### config.mk
export PLATFORM = sky130hd
export DESIGN_NAME = token_time_gen
export DESIGN_NICKNAME = d
export VERILOG_FILES = /design/src/rtl/token_time_gen.sv
export SDC_FILE = /design/constraint.sdc
export NUM_CORES = 1
export LEC_CHECK = 0
export CORE_MARGIN = 4
export CORE_UTILIZATION = 54
export CTS_CLUSTER_SIZE = 10
export DETAILED_ROUTE_END_ITERATION = 16
export GPL_ROUTABILITY_DRIVEN = 1
export PLACE_DENSITY = 0.8
export SLEW_MARGIN = 40
export SYNTH_ARGS = -nofsm -noshare
export SYNTH_HDL_FRONTEND = slang
export SYNTH_SLANG_ARGS = --single-unit
export TNS_END_PERCENT = 5
### constraint.sdc
create_clock -name clock -period 1.94 [get_ports clock]
set_input_delay 0.485 -clock clock [delete_from_list [all_inputs] [get_ports clock]]
set_output_delay 0.485 -clock clock [all_outputs]
set_load 0.1 [all_outputs]
### src/rtl/token_time_gen.sv
// rtl/token_time_gen.sv - parking token issuer with LFSR token source and time-unit counter
// Issues a 3-bit token on a fresh request rise and expires it after HOLD_LIMIT time units.
module token_time_gen #(
  parameter int unsigned TICK_DIV   = 50,
  parameter int unsigned HOLD_LIMIT = 16,
  parameter logic [2:0]  LFSR_SEED  = 3'b101
) (
  input  logic       clock,
  input  logic       reset,
  input  logic       request,
  output logic [2:0] system_token,
  output logic       token_valid,
  output logic       token_expired,
  output logic [7:0] TimeData,
  output logic       time_wrap
);

  // An all-zero seed would lock the LFSR, so it is substituted.
  localparam logic [2:0]  SEED      = (LFSR_SEED == 3'b000) ? 3'b001 : LFSR_SEED;
  localparam logic [15:0] TICK_LAST = 16'(TICK_DIV - 1);
  localparam logic [7:0]  HOLD_LAST = 8'(HOLD_LIMIT - 1);

  typedef enum logic [1:0] {
    IDLE,
    HOLD,
    EXPIRED
  } state_t;

  state_t      state;
  state_t      state_next;
  logic [15:0] presc;
  logic        tick;
  logic [2:0]  lfsr;
  logic        request_d;
  logic        rise;
  logic [7:0]  hold_cnt;
  logic [7:0]  hold_cnt_next;
  logic [2:0]  token_next;
  logic        valid_next;
  logic        expired_next;

  assign tick = (presc == TICK_LAST);
  assign rise = request & ~request_d;

  // request_d resets high so a request held through reset is not seen as a rise.
  always_ff @(posedge clock or posedge reset) begin
    if (reset) begin
      presc     <= '0;
      TimeData  <= '0;
      time_wrap <= 1'b0;
      lfsr      <= SEED;
      request_d <= 1'b1;
    end else begin
      presc     <= tick ? 16'd0 : presc + 16'd1;
      time_wrap <= tick && (TimeData == 8'hFF);
      if (tick) begin
        TimeData <= TimeData + 8'd1;
      end
      lfsr      <= {lfsr[1:0], lfsr[2] ^ lfsr[1]};
      request_d <= request;
    end
  end

  always_ff @(posedge clock or posedge reset) begin
    if (reset) begin
      state         <= IDLE;
      hold_cnt      <= '0;
      system_token  <= '0;
      token_valid   <= 1'b0;
      token_expired <= 1'b0;
    end else begin
      state         <= state_next;
      hold_cnt      <= hold_cnt_next;
      system_token  <= token_next;
      token_valid   <= valid_next;
      token_expired <= expired_next;
    end
  end

  // A falling request has priority over a simultaneous hold timeout.
  always_comb begin
    state_next    = state;
    hold_cnt_next = hold_cnt;
    token_next    = system_token;
    valid_next    = token_valid;
    expired_next  = 1'b0;
    case (state)
      IDLE: begin
        if (rise) begin
          state_next    = HOLD;
          token_next    = lfsr;
          valid_next    = 1'b1;
          hold_cnt_next = '0;
        end
      end
      HOLD: begin
        if (!request) begin
          state_next = IDLE;
          token_next = '0;
          valid_next = 1'b0;
        end else if (tick) begin
          if (hold_cnt == HOLD_LAST) begin
            state_next   = EXPIRED;
            token_next   = '0;
            valid_next   = 1'b0;
            expired_next = 1'b1;
          end else begin
            hold_cnt_next = hold_cnt + 8'd1;
          end
        end
      end
      EXPIRED: begin
        if (!request) begin
          state_next = IDLE;
        end
      end
      default: begin
        state_next = IDLE;
        token_next = '0;
        valid_next = 1'b0;
      end
    endcase
  end

endmodule
==> impl_metrics.yaml, run 1 <==
setup_path:
  setup.worst_path.start_class: "register"
  path_class: "register to register"
  worstPathArrival_ps: 1940
  r2r_start: "hold_cnt[0]"
  required_ps: 2110
  r2r-end: "hold_cnt[3]"
  rrSetupSlack_ps: 180
  crit_path_start: "hold_cnt[0]"
  crit_end: "hold_cnt[3]"
  r2r_cells: 5
  cp_max_fo: 6
  critPathCaptureType: "register"
finish:
  syn2layout_area_growth_pct: 24.2
  num_antenna_cells: 0
  fin_area_um2: 2580
  post_route_cells_drive_above_1_share_pct: 20.3
  fin_cells: 265
  layout.nets: 223
  final_cell_mix: "dfrtp_1 (41), nand2_1 (19), xnor2_1 (14), buf_12 (14), nand3_1 (13)"
  final_common_cell: "dfrtp_1"
floorplanning:
  pin_count: 17
  start_util_pct: 56.2
  num_rows: 22
  fp.coreArea_um2: 3690
  die_y_um: 70.0
  dieWidth_um: 70.0
  die-area_um2: 4900
cts:
  numCtsBuffers: 5
  clkSinkCount: 44
  cts_tree: "yes"
  htree_levels: 2
  post-cts-setup-buffers: 0
  clockBufferDepth: 2
  clk_pin_slew_ps: 70
  holdBufCountCts: 0
  cts_root_buffer: "clkbuf_8"
  cts_resized: 0
  clock_latency_ps: 290
power_and_ir_drop:
  p_comb_share_pct: 8.9
  p_seq_share_pct: 55.5
  p_int_uw: 1320
  ir_drop_mv: 0.547
  power.leakage_uw: 0.00115
  powerDensity_nw_per_um2: 670
  p_clk_share_pct: 35.5
  power_switching_uw: 408
  netSwitchingFraction_pct: 23.6
route:
  drcViolationCount: 0
  drt_iter0_markers: 117
  firstDrtPassIters: 4
  vias_per_cell: 5.64
  ant_nets: 0
  via_count: 1494
  detail_route.wl_per_cell_um: 14.9
  wl_um: 3940
timing:
  holdWs_ps: 408
  report.final.slew_viol_count: 0
  finalHoldViolCount: 0
  setup_viol: 0
  rsz0062_at_grt: "false"
  period_share_pct: 91.0
  tightest_slew_ps: 435
  skew_ps: 8.75
  worst_slack_ps: 175
  period_needed_ps: 1760
  fmax_ghz: 0.567
  relSlewSlack_pct: 70.8
grt:
  gr-total-overflow: 0
  grt_pass1_vias: 1535
  grt_pass1_wl_um: 7160
  grt_antenna_before_repair: 0
  track_usage_pct: 18.3
  grt_max_degree: 26
synthesis:
  syn_area_um2: 2070
  synth_edf_count: 0
  synth_top_area_cell: "dfrtp_1"
  post_synth_num_cell_types: 38
  seq_area_frac_synth_pct: 53.3
  yosys-top-cells-area: "dfrtp_1 (49%), xnor2_1 (5.9%), dfstp_2 (3.8%)"
  syn_nets: 194
  synth_top_cell_area_share_pct: 49.5
  ys_ff_latch: 44
  synth-async-reset-ratio_pct: 100
  synth_area_per_cell_um2: 11.1
  syn_inst: 187
  synthFlopType: "dfrtp_1"
  yosysWarnings: 0
place:
  dpl_worst_slack_ps: -1.60
  placedCellCount: 257
  dp_hpwl_um: 2960
  numPortBuffers: 16
  place.gp.congestion: 1.00
  place_area_um2: 2480
flow_run:
  cap_violations: 0
hold_path:
  min_path_type: "register to register"
run_status:
  status: "finished clean"
-- cell families (layout without fill, tap and decap cells) --
logic type	count (synthesis)	count (layout)	share of synthesized area, %
multiplexers	1	1	0.543
XOR/XNOR	23	23	9.71
adder cells (fa/ha/maj)	4	4	2.41
buffers and inverters	8	38	2.35
AND/OR/NAND/NOR	77	77	22.0
AO/OA/AOI/OAI	30	30	9.77
flip-flops	44	44	53.3
-- power by group through the flow --
stage,logic (uW),registers [uW],clock network [uW]
2_1_floorplan,70.0,999,0
3_3_place_gp,152,974,0
3_5_place_dp,156,974,0
4_1_cts,155,957,629
5_1_grt,170,962,680
6_report,154,958,613
-- per-layer routing --
layer | routed length [um] | track usage [%] | share of wire [%]
met2 | 1920 | 29.2 | 49
met1 | 1710 | 22.8 | 43
met4 | 66 | 7.87 | 1.7
met5 | 0 | 0 | 0
met3 | 243 | 5.61 | 6.2
-- worst max-delay path, stage by stage (launching register included) --
cell	delay, ps
dfrtp_1	410
ha_1	240
and3_1	250
a21oi_1	290
a21oi_4	110
a221o_1	350
-- stage by stage --
| stage | util, % | TNS [ps] | power [uW] |
|---|---|---|---|
| 3_3_place_gp | 67.1 | 0 | 1130 |
| 2_1_floorplan | - | 0 | 1070 |
| 4_1_cts | 69.8 | 0 | 1740 |
| 5_1_grt | 69.8 | 0 | 1810 |
| 6_report | 69.8 | 0 | 1730 |
| 3_5_place_dp | 67.1 | -1.60 | 1130 |
-- final cells by class --
cell class	instances	area, um2
Sequential cell	44	1100
Fill cell	272	1110
Timing Repair Buffer	26	375
Tap cell	48	60.1
Clock buffer	8	100
Inverter	4	15.0
Multi-Input combinational cell	135	921
-- Yosys cell counts (2+ instances only) --
master,instances
a22oi_1,3
nor2_1,12
nor3_1,5
and3_1,4
nand2_1,19
xnor2_1,14
o211ai_1,3
nor4_2,4
nor2b_1,2
dfstp_2,3
o21ai_0,9
xor2_1,9
a31oi_1,3
nand3b_1,2
o21a_1,3
nor3_4,2
a21oi_1,4
nand4_1,5
nand3_1,13
dfrtp_1,41
ha_1,4
inv_1,4
buf_6,2
and4_1,3
-- worst min-delay path by stage --
stage | to | slack, ps | from | cells after the start
after floorplan | lfsr[1] | 390 | lfsr[0] | 0
after global placement | lfsr[1] | 400 | lfsr[0] | 0
after detailed placement | lfsr[1] | 400 | lfsr[0] | 0
after CTS | lfsr[1] | 410 | lfsr[0] | 0
after global routing | lfsr[1] | 410 | lfsr[0] | 0
final | lfsr[1] | 410 | lfsr[0] | 0
-- state kept, by name (all words and copies together), names as in the netlist --
name           cells
system_token       3
TimeData           8
lfsr               3
request_d          1
hold_cnt           8
presc             16
time_wrap          1
token_expired      1
state              2
token_valid        1
Power figures use the tool's default switching activity.
==> run 2: changes to the inputs <==
CTS_CLUSTER_SIZE = unset   (was 10)
==> results of run 2 <==
The final DEF is identical to that of run 1; final timing and power are the same.
==> run 3: changes to the inputs <==
RECOVER_POWER = 25   (was unset)
==> run 3 against run 2 <==
Clock power is 0.8% higher; routed wire length shrank 0.15%; cell count is the same; power is essentially flat; critical path depth unchanged; setup slack gained 0.89 ps; core utilization is 0.27 points lower; first-iteration DRC count is 27% lower; die area did not move; largest cell class unchanged; maximum frequency hardly changed; largest power group unchanged; count of clock-buffer cells in the layout did not move; design area fell by 0.39%.
==> impl_metrics.yaml, run 3 (same netlist as run 1, synthesis figures left out) <==
place:
  numPortBuffers: 16
  dpl_worst_slack_ps: -1.60
  placedCellCount: 257
  dp_hpwl_um: 2960
  place.gp.congestion: 1.00
power_and_ir_drop:
  ir_drop_mv: 0.545
  power.leakage_uw: 0.00114
  powerDensity_nw_per_um2: 673
  p_total_uw: 1730
timing:
  rsz0062_at_grt: "false"
  fin_setup_tns_ps: 0
  finalHoldViolCount: 0
  worst_slack_ps: 176
  skew_ps: 7.98
  relSlewSlack_pct: 35.2
  setup_viol: 0
  tightest_slew_ps: 972
  fmax_ghz: 0.567
  period_share_pct: 90.9
  period_needed_ps: 1760
  report.final.slew_viol_count: 0
setup_path:
  slowest_stage: "dfrtp_1"
  setup.worst_path.start_class: "register"
  r2r-end: "hold_cnt[3]"
  r2r_start: "hold_cnt[0]"
  critPathCaptureType: "register"
  crit_path_start: "hold_cnt[0]"
  r2r_cells: 5
  worstPathArrival_ps: 1940
  critical-path-max-stage-delay_ps: 410
  worst-path-buf-inv: 0
  path_class: "register to register"
  cp_max_fo: 6
  crit_cells: 5
  required_ps: 2120
  rrSetupSlack_ps: 180
  cp_cell_sequence: "ha_1, and3_1, a21oi_1, a21oi_4, a221o_1"
  path_delay_family: "compound AO/OA/AOI/OAI gates"
  crit_end: "hold_cnt[3]"
route:
  detail_route.wl_per_cell_um: 14.8
  drt_iter0_markers: 85
  vias_per_cell: 5.63
  ant_nets: 0
  via_count: 1491
  drcViolationCount: 0
  firstDrtPassIters: 4
  wl_um: 3930
floorplanning:
  fp.coreArea_um2: 3690
  die_y_um: 70.0
  start_util_pct: 56.2
  die-area_um2: 4900
  pin_count: 17
  num_rows: 22
  dieWidth_um: 70.0
cts:
  numCtsBuffers: 5
  cts_tree: "yes"
  holdBufCountCts: 0
  cts_root_buffer: "clkbuf_8"
  clkSinkCount: 44
  cts_resized: 0
  htree_levels: 2
  clock_latency_ps: 290
  post-cts-setup-buffers: 0
  clockBufferDepth: 2
  clk_pin_slew_ps: 70
finish:
  num_antenna_cells: 0
  final_cell_mix: "dfrtp_1 (41), nand2_1 (19), xnor2_1 (14), buf_12 (14), nand3_1 (13)"
  top_register: "presc"
  post_route_cells_drive_above_1_share_pct: 18.9
  final_common_cell: "dfrtp_1"
  layout.nets: 223
  fin_cells: 265
  syn2layout_area_growth_pct: 23.7
  final_core_util_pct: 69.6
  largest_register_ffs: 16
  reg_top3: "presc x16, TimeData x8, hold_cnt x8"
flow_run:
  cap_violations: 0
hold_path:
  min_path_type: "register to register"
  min_path_cells: 0
grt:
  grt_pass1_wl_um: 7160
  grt_max_degree: 26
  gr-total-overflow: 0
  track_usage_pct: 18.3
  grt_antenna_before_repair: 0
  grt_pass1_vias: 1535
run_status:
  status: "finished clean"
## run 3: layer usage
metal / track usage (%) / vias up / part of all wire [%]
li1: - / 718 / -
met1: 22.8 / 718 / 43
met2: 29.2 / 48 / 49
met3: 5.61 / 7 / 5.9
met4: 7.87 / 0 / 1.7
met5: 0 / - / 0
## run 3: layout make-up
cell class | count | area [um2]
flip-flops and latches | 44 | 1100
multi-input cells | 135 | 921
fillers | 275 | 1120
well taps | 48 | 60.1
repair buffers | 26 | 365
inverters | 4 | 15.0
clock buffers | 8 | 100
## run 3: worst min path at each step
stage,start,endpoint
final,lfsr[0],lfsr[1]
after global routing,lfsr[0],lfsr[1]
after CTS,lfsr[0],lfsr[1]
after detailed placement,lfsr[0],lfsr[1]
after global placement,lfsr[0],lfsr[1]
after floorplan,lfsr[0],lfsr[1]
## run 3: through the flow
stage          cell area [um2]  hold WS, ps
2_1_floorplan             2070          389
3_3_place_gp              2480          398
3_5_place_dp              2480          400
4_1_cts                   2580          409
5_1_grt                   2570          411
6_report                  2570          408
## run 3: worst register-to-register path, stage by stage, from the launching register on
cell	delay, ps
dfrtp_1	410
ha_1	240
and3_1	250
a21oi_1	290
a21oi_4	110
a221o_1	350
## run 3: report_power, final
part           internal, uW  switching (uW)  leakage (uW)
combinational          55.7            94.8      0.000504
sequential              934            24.7      0.000586
clock                   325             293     0.0000515
total                  1310             412       0.00114
